**config.mk**
```make
export PLATFORM = sky130hd
export DESIGN_NAME = led_pattern_sched
export DESIGN_NICKNAME = d
export VERILOG_FILES = /design/src/rtl/led_pattern_sched_pkg.sv /design/src/rtl/led_pattern_sched_channel.sv /design/src/rtl/led_pattern_sched.sv
export SDC_FILE = /design/constraint.sdc
export NUM_CORES = 1
export LEC_CHECK = 0
export ABC_CLOCK_PERIOD_IN_PS = 3800
export CAP_MARGIN = 10
export CORE_ASPECT_RATIO = 0.7
export CORE_UTILIZATION = 33
export CTS_CLUSTER_SIZE = 12
export DETAILED_ROUTE_END_ITERATION = 7
export GPL_ROUTABILITY_DRIVEN = 0
export PLACE_DENSITY = 0.47
export RECOVER_POWER = 25
export SLEW_MARGIN = 40
export SYNTH_ARGS = -nofsm -noshare
export SYNTH_HDL_FRONTEND = slang
export SYNTH_SLANG_ARGS = --single-unit
```
**constraint.sdc**
```tcl
create_clock -name clk -period 3.8 [get_ports clk]
set_clock_uncertainty 0.15 [all_clocks]
set_input_delay 0.76 -clock clk [delete_from_list [all_inputs] [get_ports clk]]
set_output_delay 0.76 -clock clk [all_outputs]
set_load 0.02 [all_outputs]
```
**src/rtl/led_pattern_sched_pkg.sv**
```systemverilog
// Shared encodings for the LED pattern scheduler: command layout, modes and
// per-channel state codes.
package led_sched_pkg;

   localparam int NUM_LEDS = 4;

   localparam logic [1:0] MODE_OFF   = 2'b00;
   localparam logic [1:0] MODE_ON    = 2'b01;
   localparam logic [1:0] MODE_BLINK = 2'b10;
   localparam logic [1:0] MODE_PULSE = 2'b11;

   localparam int CMD_W        = 11;
   localparam int CMD_IDX_LSB  = 9;
   localparam int CMD_IDX_W    = 2;
   localparam int CMD_MODE_LSB = 7;
   localparam int CMD_MODE_W   = 2;
   localparam int CMD_CNT_LSB  = 3;
   localparam int CMD_CNT_W    = 4;
   localparam int CMD_H_LSB    = 0;
   localparam int CMD_H_W      = 3;

   typedef logic [2:0] state_t;

   localparam state_t ST_OFF       = 3'd0;
   localparam state_t ST_ON        = 3'd1;
   localparam state_t ST_BLINK_ON  = 3'd2;
   localparam state_t ST_BLINK_OFF = 3'd3;
   localparam state_t ST_PULSE_ON  = 3'd4;
   localparam state_t ST_PULSE_OFF = 3'd5;

endpackage

```
**src/rtl/led_pattern_sched_channel.sv**
```systemverilog
// One LED channel: runs OFF/ON/BLINK/PULSE patterns, phases timed in prescaler ticks.
//   state        | meaning
//   ST_OFF       | LED dark, idle
//   ST_ON        | LED lit, idle
//   ST_BLINK_ON  | blink, lit phase
//   ST_BLINK_OFF | blink, dark phase
//   ST_PULSE_ON  | pulse train, lit phase
//   ST_PULSE_OFF | pulse train, dark phase; last one ends in ST_OFF with done
module led_channel
   import led_sched_pkg::*;
(
   input  logic                 clk,
   input  logic                 rstn,
   input  logic                 tick,
   input  logic                 cmd_we,
   input  logic [CMD_MODE_W-1:0] cmd_mode,
   input  logic [CMD_CNT_W-1:0]  cmd_cnt,
   input  logic [CMD_H_W-1:0]    cmd_h,
   output logic                 led_n,
   output logic                 busy,
   output logic                 done
);

   state_t               state_q, state_d;
   logic [7:0]           phase_q, phase_d;
   logic [4:0]           left_q, left_d;
   logic [CMD_H_W-1:0]   h_q, h_d;
   logic                 done_q, done_d;
   logic [7:0]           phase_last;
   logic                 running;

   always_comb begin
      state_d    = state_q;
      phase_d    = phase_q;
      left_d     = left_q;
      h_d        = h_q;
      done_d     = 1'b0;
      phase_last = (8'd1 << h_q) - 8'd1;
      running    = (state_q == ST_BLINK_ON) || (state_q == ST_BLINK_OFF) ||
                   (state_q == ST_PULSE_ON) || (state_q == ST_PULSE_OFF);

      // A new command always wins over a phase end or completion in the same cycle.
      if (cmd_we) begin
         h_d     = cmd_h;
         phase_d = 8'd0;
         left_d  = (cmd_cnt == '0) ? 5'd16 : {1'b0, cmd_cnt};
         case (cmd_mode)
            MODE_OFF:   state_d = ST_OFF;
            MODE_ON:    state_d = ST_ON;
            MODE_BLINK: state_d = ST_BLINK_ON;
            default:    state_d = ST_PULSE_ON;
         endcase
      end else if (running && tick) begin
         if (phase_q == phase_last) begin
            phase_d = 8'd0;
            case (state_q)
               ST_BLINK_ON:  state_d = ST_BLINK_OFF;
               ST_BLINK_OFF: state_d = ST_BLINK_ON;
               ST_PULSE_ON:  state_d = ST_PULSE_OFF;
               ST_PULSE_OFF: begin
                  if (left_q == 5'd1) begin
                     state_d = ST_OFF;
                     done_d  = 1'b1;
                  end else begin
                     left_d  = left_q - 5'd1;
                     state_d = ST_PULSE_ON;
                  end
               end
               default:      state_d = ST_OFF;
            endcase
         end else begin
            phase_d = phase_q + 8'd1;
         end
      end
   end

   always_ff @(posedge clk) begin
      if (!rstn) begin
         state_q <= ST_OFF;
         phase_q <= 8'd0;
         left_q  <= 5'd0;
         h_q     <= '0;
         done_q  <= 1'b0;
      end else begin
         state_q <= state_d;
         phase_q <= phase_d;
         left_q  <= left_d;
         h_q     <= h_d;
         done_q  <= done_d;
      end
   end

   assign led_n = !((state_q == ST_ON) || (state_q == ST_BLINK_ON) || (state_q == ST_PULSE_ON));
   assign busy  = (state_q == ST_BLINK_ON) || (state_q == ST_BLINK_OFF) ||
                  (state_q == ST_PULSE_ON) || (state_q == ST_PULSE_OFF);
   assign done  = done_q;

endmodule

```
**src/rtl/led_pattern_sched.sv**
```systemverilog
// LED pattern scheduler: tick prescaler, two-requester round-robin command
// arbiter and decode feeding one led_channel per LED.
module led_pattern_sched
   import led_sched_pkg::CMD_W, led_sched_pkg::CMD_IDX_LSB, led_sched_pkg::CMD_IDX_W,
          led_sched_pkg::CMD_MODE_LSB, led_sched_pkg::CMD_MODE_W,
          led_sched_pkg::CMD_CNT_LSB, led_sched_pkg::CMD_CNT_W,
          led_sched_pkg::CMD_H_LSB, led_sched_pkg::CMD_H_W;
#(
   parameter int TICK_DIV = 50000,
   parameter int NUM_LEDS = led_sched_pkg::NUM_LEDS
) (
   input  logic                clk,
   input  logic                rstn,
   input  logic                r0_valid,
   input  logic                r1_valid,
   output logic                r0_ready,
   output logic                r1_ready,
   input  logic [CMD_W-1:0]    r0_cmd,
   input  logic [CMD_W-1:0]    r1_cmd,
   output logic [NUM_LEDS-1:0] leds,
   output logic [NUM_LEDS-1:0] led_busy,
   output logic [NUM_LEDS-1:0] led_done
);

   localparam int PW = $clog2(TICK_DIV);

   logic [PW-1:0]       pre_q, pre_d;
   logic                tick;
   logic                last_q, last_d;
   logic                gnt1, acc;
   logic [CMD_W-1:0]    cmd_sel;
   logic [NUM_LEDS-1:0] cmd_we;

   always_comb begin
      tick  = (pre_q == PW'(TICK_DIV - 1));
      pre_d = tick ? '0 : pre_q + 1'b1;
   end

   // last_q = 1 means requester 1 was granted most recently; ties go to the other one.
   always_comb begin
      gnt1     = r1_valid && (!r0_valid || !last_q);
      acc      = rstn && (r0_valid || r1_valid);
      r0_ready = rstn && r0_valid && !gnt1;
      r1_ready = rstn && gnt1;
      last_d   = acc ? gnt1 : last_q;
      cmd_sel  = gnt1 ? r1_cmd : r0_cmd;
      for (int i = 0; i < NUM_LEDS; i++) begin
         cmd_we[i] = acc && (cmd_sel[CMD_IDX_LSB +: CMD_IDX_W] == CMD_IDX_W'(i));
      end
   end

   always_ff @(posedge clk) begin
      if (!rstn) begin
         pre_q  <= '0;
         last_q <= 1'b1;
      end else begin
         pre_q  <= pre_d;
         last_q <= last_d;
      end
   end

   for (genvar i = 0; i < NUM_LEDS; i++) begin : g_ch
      led_channel u_ch (
         .clk      (clk),
         .rstn     (rstn),
         .tick     (tick),
         .cmd_we   (cmd_we[i]),
         .cmd_mode (cmd_sel[CMD_MODE_LSB +: CMD_MODE_W]),
         .cmd_cnt  (cmd_sel[CMD_CNT_LSB +: CMD_CNT_W]),
         .cmd_h    (cmd_sel[CMD_H_LSB +: CMD_H_W]),
         .led_n    (leds[i]),
         .busy     (led_busy[i]),
         .done     (led_done[i])
      );
   end

endmodule

```
# == Word-level counts from Yosys, hierarchy flattened ==
# Index checks and enable logic that the tools add are counted.
# totals
output_inout_bits,14
mem_count,0
reg_bits,97
latchBits,0
ramBits,0
rom_bits,0
# classes
magnitude_cmp,0
n_reduce_logical,74
n_addsub,13
n_bitwise,13
muxes,51
shift,4
eq_ne,38
n_div,0
mul,0
# op_table
operator,count
$mux 5,21
$mux 3,16
$pmux 3 s4,4
$add 8x1->8 const B,4
$eq 8x8->1,4
$mux 8,4
$shl 1x3->8 const A,4
$sub 8x1->8 const B,4
$eq 3x2->1 const B,8
$eq 3x3->1 const B,8
$reduce_bool 2->1,12
$logic_or 1x1->1,22
$eq 5x1->1 const B,4
$reduce_or 5->1,4
$sub 5x1->5 const B,4
$add 16x1->16 const B,1
$eq 16x16->1 const B,1
$reduce_and 4->1,4
$logic_and 1x1->1,13
$not 1->1,13
$eq 3x1->1 const B,4
$mux 11,1
$reduce_or 2->1,5
$pmux 3 s3,1
8 further kinds,27

# == Longest topological paths before layout ==
# Gate-level depths: netlist of run 1.
# logic_depth
depth_word,8
ltp_mapped,12

# == Cells and area by module ==
# Synthesis of run 1 repeated with hierarchy kept, for this count alone.
# hier_totals
hier_cells,660
hier_area_um2,5577.8
# by_module_without_submodules
module,seq_area_each_um2,n_inst,area_per_inst_um2,cells_per_inst
led_channel,400.4,4,1147.4,138
led_pattern_sched,340.3,1,988.4,108

# == Worst setup path before layout of run 1 ==
# Ideal clock, no wire load.
# synth_timing
path_kind,flip-flop to flip-flop
start,register g_ch[3].u_ch.h_q[0]
end,register g_ch[3].u_ch.phase_q[0]
t_arrival_ps,2614
path_stages_with_launch,11
path_slack_ps,911
synth_period_minus_slack_ps,2889
path_buffers,2
setup_ps,125
cell_sequence,dfxtp_1 > clkbuf_1 > or3_1 > ha_1 > clkbuf_1 > xnor2_1 > mux2i_1 > a32oi_1 > or4b_4 > o21ai_2 > nor2_1
# synth_via
elab_chain_len,4
# synth_rtl
item,line,text
start: declaration,led_pattern_sched_channel.sv:27,"logic [CMD_H_W-1:0] h_q, h_d;"
start signal: assignment,led_pattern_sched_channel.sv:82,h_q <= '0;
start signal: assignment,led_pattern_sched_channel.sv:88,h_q <= h_d;
$shl 1x3->8,led_pattern_sched_channel.sv:38,phase_last = (8'd1 << h_q) - 8'd1;
$sub 8x1->8,led_pattern_sched_channel.sv:38,
$eq 8x8->1,led_pattern_sched_channel.sv:54,if (phase_q == phase_last) begin
$mux 8,led_pattern_sched_channel.sv:54,
end signal: assignment,led_pattern_sched_channel.sv:86,phase_q <= phase_d;
end: declaration,led_pattern_sched_channel.sv:25,"logic [7:0] phase_q, phase_d;"
# No other way between the ends.
# A chain may end at the register's enable or synchronous reset.

# == Final worst setup path of run 1 ==
# layout_timing
start,input port r1_valid
end,output port r0_ready
# layout_via
elab_chain_len,3
# layout_rtl
item,line,text
start: declaration,led_pattern_sched.sv:15,"input logic r1_valid,"
$logic_and 1x1->1,led_pattern_sched.sv:41,gnt1 = r1_valid && (!r0_valid || !last_q);
$logic_not 1->1,led_pattern_sched.sv:43,r0_ready = rstn && r0_valid && !gnt1;
$logic_and 1x1->1,led_pattern_sched.sv:43,
end: declaration,led_pattern_sched.sv:16,"output logic r0_ready,"
# No other way between the ends.

==> results.txt, run 1 <==
fin crit period: 3.494 ns
critical path class: input pin to primary output
mapped cell area: 6206 µm²
post-synthesis mux area share: 2.641%
Critical Path AT: 2.58 ns
failing checks: design-rule violations
Starting Density: 34.08%
Synth Area in Adders: 3.427%
Die H: 116.7 µm
Post-synth ARST share: 0%
relative slew slack: 20.97%
Fin. Hold Viols: 0
Top FF cell, synth: dfxtp_1
CTS tree: yes
Routed Wire Length: 17310 µm
DR vias/cell: 5.496
status: complete, but fails checks
CTS Buf Count: 9
final antenna-violating net count: 0
clk_lat worst skew: 0.36 ns
dpl hpwl: 12910 µm
XOR/XNOR Fraction of Synth Area: 9.435%
RSZ-0062 raised after global routing: false
Post-DP Area: 6764 µm²
largest net degree at the start of global routing: 33
htree depth: 3
clock sink total: 97
Fmax: 0.2862 GHz
Design Area, Final: 7076 µm²
Crit Reg-Reg Startpoint: g_ch[1].u_ch.h_q[0]$_SDFFE_PN0P_
CP max FO: 7
CTS clk-pin slew, worst paths: 0.07 ns
# fillers: 1861
Post-Syn Nets: 824
port bufs: 39
post-CTS setup buffers: 0
maxcap violations: 0
final setup fails: 0
Final period util: 91.94%
Nets: 838
largest family of logic cells by synthesized area: simple AND/OR/NAND/NOR gates
vias: 5694
Req. time, crit path: 2.89 ns
row count: 41
CTS Hold Bufs: 0
Pleak: 2.508 nW
Routed WL per cell: 16.71 µm
simple-gate area share of the yosys netlist: 30.30%
# IOs: 40
commonest non-fill, non-tap cell in the layout: dfxtp_1
Layout area overhead: 14.01%
Core ar.: 18210 µm²
Slew Viols, Final: 0
hold_sp: pre_q[0]$_SDFF_PP0_
crit end category: primary output
Longest Clk Path Bufs: 2
residual DRC count: 4
warning count from the yosys run: 0
commonest cells after routing, fill and taps aside: dfxtp_1 (97), nor2_1 (93), nand2_1 (55)
Synth Area in Compound Gates: 16.67%
worst slew pin tran: 1.173 ns
first-pass GRT wire length: 27800 µm
Hold WC Path Type: flip-flop to flip-flop
clock root cell: clkbuf_16
startpoint types: input pin
1st-iter DRT viols: 457
Unique masters post-synth: 77
diode count: 0
Post-Synthesis Cells: 781
hold worst-path end: pre_q[0]$_SDFF_PP0_
vias in the first global route: 5266
Seq/Total Area, Yosys: 31.29%
Total GRT Usage: 18.36%
GRT overflow: 0
FF-to-FF path depth: 8
peak supply drop: 203.0 µV
layout cell share with drive strength beyond 1: 6.625%
r2r setup slk: 0.61 ns
die width: 165.9 µm
Syn Area/Cell: 7.946 µm²
initial antenna violation count: 0
Setup TNS: 0 ns
#FFs+latches synth: 97
hold path depth: 1
RR Endpoint: g_ch[1].u_ch.phase_q[0]$_SDFFE_PP0P_
full die area: 19370 µm²
Pre-antenna DRT Iters: 7
pwr dens: 357.9 nW/µm²
EDFF count, synth: 0
CTS resizes: 0
-- cells by family (layout without fill, tap and decap cells) --
family          count (synthesis)  in the layout
mux                            16             16
fa+ha+maj                      17             17
simple gates                  351            351
xor+xnor                       66             66
compound gates                145            145
buf+inv                        89            108
flops                          97             97
-- report_power, final --
part | internal [mW] | switching [mW] | leakage [nW]
registers | 1.04 | 0.0370 | 0.785
logic | 0.190 | 0.274 | 1.57
clock network | 0.577 | 0.416 | 0.152
total | 1.81 | 0.727 | 2.51
-- worst max-delay path, stage by stage --
cell             delay, ns
dlygate4sd3_1         0.60
a21boi_2              0.24
nor3_1                0.31
clkdlybuf4s50_1       0.68
-- state kept, by name (all words and copies together) (netlist names) --
| signal | count |
|---|---|
| g_ch.u_ch.phase_q | 32 |
| pre_q | 16 |
| g_ch.u_ch.left_q | 20 |
| last_q | 1 |
| g_ch.u_ch.done | 4 |
| g_ch.u_ch.h_q | 12 |
| g_ch.u_ch.state_q | 12 |
-- through the flow --
| stage | setup slack [ns] | cells | utilization (%) | total power, mW | hold slack [ns] |
|---|---|---|---|---|---|
| final | 0.3062 | 1036 | 38.85 | 2.533 | 0.2919 |
| after global routing | 0.2743 | 1036 | 38.85 | 2.668 | 0.3305 |
| after CTS | 0.4307 | 1036 | 38.89 | 2.567 | 0.2970 |
| after detailed placement | 0.4266 | 1020 | 37.14 | 1.560 | 0.2832 |
| after global placement | 0.4613 | 1020 | 37.14 | 1.550 | 0.2806 |
| after floorplan | 0.9106 | 781 | - | 1.412 | 0.2630 |
-- area by class of cell --
class / instances / area, µm² / share of cell area, %
sequential: 97 / 1942 / 27.44
inverter: 37 / 138.9 / 1.963
multi-input combinational: 595 / 3877 / 54.80
tap: 236 / 295.3 / 4.173
clock inverter: 7 / 93.84 / 1.326
clock buffer: 9 / 225.2 / 3.183
timing repair buffer: 55 / 503.0 / 7.109
-- Yosys cell counts (18+ instances only) --
cell      number  area [µm²]
nor2_1        93       349.1
a21oi_1       25       125.1
nor3_1        39       195.2
and3_1        18       112.6
nand2_1       55       206.5
dfxtp_1       97        1942
inv_1         36       135.1
nand3_1       43       215.2
xor2_1        28       245.2
xnor2_1       37       324.1
clkbuf_1      32       120.1
a211oi_1      24       180.2
-- metal layers --
layer  global-route usage (%)  vias up  wire length [µm]  share of wire [%]
li1                         -     2852                 -                  -
met1                    25.54     2712              8870                 51
met2                    27.68      111              7339                 42
met3                    4.812       19               756                4.4
met4                    5.670        0               347                2.0
met5                        0        -                 0                  0
-- worst max path at each step --
stage / from / end / slack (ns) / cells past startpoint
after CTS: r0_valid / r0_ready / 0.43 / 4
after global placement: r0_valid / r0_ready / 0.46 / 4
after floorplan: g_ch[3].u_ch.h_q[0]$_SDFFE_PN0P_ / g_ch[3].u_ch.phase_q[0]$_SDFFE_PP0P_ / 0.91 / 10
final: r1_valid / r0_ready / 0.31 / 4
after global routing: r1_valid / r0_ready / 0.27 / 4
after detailed placement: r0_valid / r0_ready / 0.43 / 4
Power figures use the tool's default switching activity.
==> inputs of run 2 (changes only) <==
CELL_PAD_IN_SITES_DETAIL_PLACEMENT = 1   (was default)
CELL_PAD_IN_SITES_GLOBAL_PLACEMENT = 2   (was default)
PLACE_DENSITY = 0.72   (was 0.47)
==> run 2 against run 1 <==
  * The run now ends clean
  * Via count increased by 1.0%
  * Sequential power about the same
  * Final area down 0.25%
  * Setup slack gained 0.18 ns
  * Combinational power up 2%
  * Routed wire length up 11%
  * Register-to-register slack worse by 0.11 ns
==> results.txt, run 2 (synthesis results as in run 1) <==
post-CTS setup buffers: 0 (unchanged)
CTS resizes: 0 (unchanged)
Top Registers: g_ch.u_ch.phase_q: 32 flops, g_ch.u_ch.left_q: 20 flops, pre_q: 16 flops
RSZ-0062 raised after global routing: false
Setup TNS: 0 ns (unchanged)
Largest Register: g_ch.u_ch.phase_q
htree depth: 3 (unchanged)
clk_lat worst skew: 0.36 ns (about the same)
Finished Layout Cells: 1039 (+0.29%)
total power: 2.441 mW (-3.6%)
commonest cells after routing, fill and taps aside: dfxtp_1 (97), nor2_1 (93), nand2_1 (55)
1st-iter DRT viols: 312 (-32%)
crit end category: primary output
relative slew slack: 38.54% (+18 points)
full die area: 19370 µm² (unchanged)
# IOs: 40 (unchanged)
CP max FO: 7 (unchanged)
initial antenna violation count: 0 (unchanged)
r2r setup slk: 0.50 ns (-0.11 ns)
Slew Viols, Final: 0 (unchanged)
Core ar.: 18210 µm² (unchanged)
startpoint types: input pin
GRT overflow: 0 (unchanged)
Pleak: 2.512 nW (+0.19%)
vias in the first global route: 5774 (+9.6%)
row count: 41 (unchanged)
CTS Hold Bufs: 0 (unchanged)
Routed Wire Length: 19250 µm (+11%)
largest net degree at the start of global routing: 33 (unchanged)
CTS tree: yes
Final period util: 87.23% (-4.7 points)
DR vias/cell: 5.535 (+0.71%)
dpl hpwl: 14590 µm (+13%)
layout cell share with drive strength beyond 1: 6.849% (+0.22 points)
CTS Buf Count: 9 (unchanged)
CTS clk-pin slew, worst paths: 0.07 ns (about the same)
critical path class: input pin to primary output
Longest Clk Path Bufs: 2 (unchanged)
clock sink total: 97 (unchanged)
Starting Density: 34.08% (unchanged)
Fmax: 0.3017 GHz (+5.4%)
clock root cell: clkbuf_16
Final Core Density: 38.76% (-0.096 points)
Req. time, crit path: 2.89 ns (about the same)
worst setup margin: 0.4853 ns (+0.1791 ns)
worst slack, placed: 0.4089 ns (-0.01770 ns)
# fillers: 2187 (+18%)
residual DRC count: 0 (-4)
Layout area overhead: 13.73%
port bufs: 39 (unchanged)
Pre-antenna DRT Iters: 4 (-3)
pwr dens: 345.9 nW/µm² (-3.4%)
peak supply drop: 182.4 µV (-10%)
vias: 5751 (+1.0%)
Nets: 841 (+0.36%)
placed insts: 1023 (+0.29%)
Critical Path AT: 2.40 ns (-0.18 ns)
final antenna-violating net count: 0 (unchanged)
worst slew pin tran: 0.9219 ns (-0.2512 ns)
Hold WC Path Type: flip-flop to flip-flop
status: completed
Routed WL per cell: 18.52 µm (+11%)
first-pass GRT wire length: 31110 µm (+12%)
fin crit period: 3.315 ns (-0.1791 ns)
commonest non-fill, non-tap cell in the layout: dfxtp_1
max reg flops: 32 (unchanged)
Total GRT Usage: 20.40% (+2.0 points)
maxcap violations: 0 (unchanged)
Fin. Hold Viols: 0 (unchanged)
die width: 165.9 µm (unchanged)
final setup fails: 0 (unchanged)
diode count: 0 (unchanged)
Die H: 116.7 µm (unchanged)
run 2: layer usage:
layer  part of all wire, %  vias up  wire length (µm)  track usage (%)
li1                      -     2851                 -                -
met1                    51     2809              9881            28.11
met2                    44       69              8509            32.26
met3                   2.7       22               520            3.389
met4                   1.7        0               334            7.352
met5                     0        -                 0                0
run 2: area by class of cell:
type                            instances  area (µm²)  share of cell area, %
Inverter                               37       138.9                  1.968
Clock inverter                          7       53.80                 0.7623
Timing Repair Buffer                   58       525.5                  7.445
Multi-Input combinational cell        595        3877                  54.94
Sequential cell                        97        1942                  27.51
Clock buffer                            9       225.2                  3.191
Tap cell                              236       295.3                  4.184
run 2: stage by stage:
| stage | area (µm²) | hold slack (ns) |
|---|---|---|
| 2_1_floorplan | 6206 | 0.2630 |
| 3_3_place_gp | 6787 | 0.2748 |
| 3_5_place_dp | 6787 | 0.2930 |
| 4_1_cts | 7066 | 0.3066 |
| 5_1_grt | 7058 | 0.3465 |
| 6_report | 7058 | 0.3103 |
run 2: path summary, 6_finish.rpt:
check | end | depth (start not counted) | startpoint
max | r0_ready | 4 | r1_valid
min | pre_q[0]$_SDFF_PP0_ | 1 | pre_q[0]$_SDFF_PP0_
max reg2reg | g_ch[1].u_ch.phase_q[3]$_SDFFE_PP0P_ | 8 | g_ch[1].u_ch.h_q[0]$_SDFFE_PN0P_
min reg2reg | pre_q[0]$_SDFF_PP0_ | 1 | pre_q[0]$_SDFF_PP0_
run 2: report_power, final:
group          total (mW)  switching (mW)  internal (mW)
sequential           1.08          0.0376           1.04
combinational       0.474           0.284          0.190
clock               0.892           0.442          0.450
total                2.44           0.763           1.68
run 2: critical path, stage by stage:
cell	delay, ns
clkdlybuf4s50_1	0.53
a21boi_2	0.43
nor3_1	0.10
clkdlybuf4s50_1	0.58
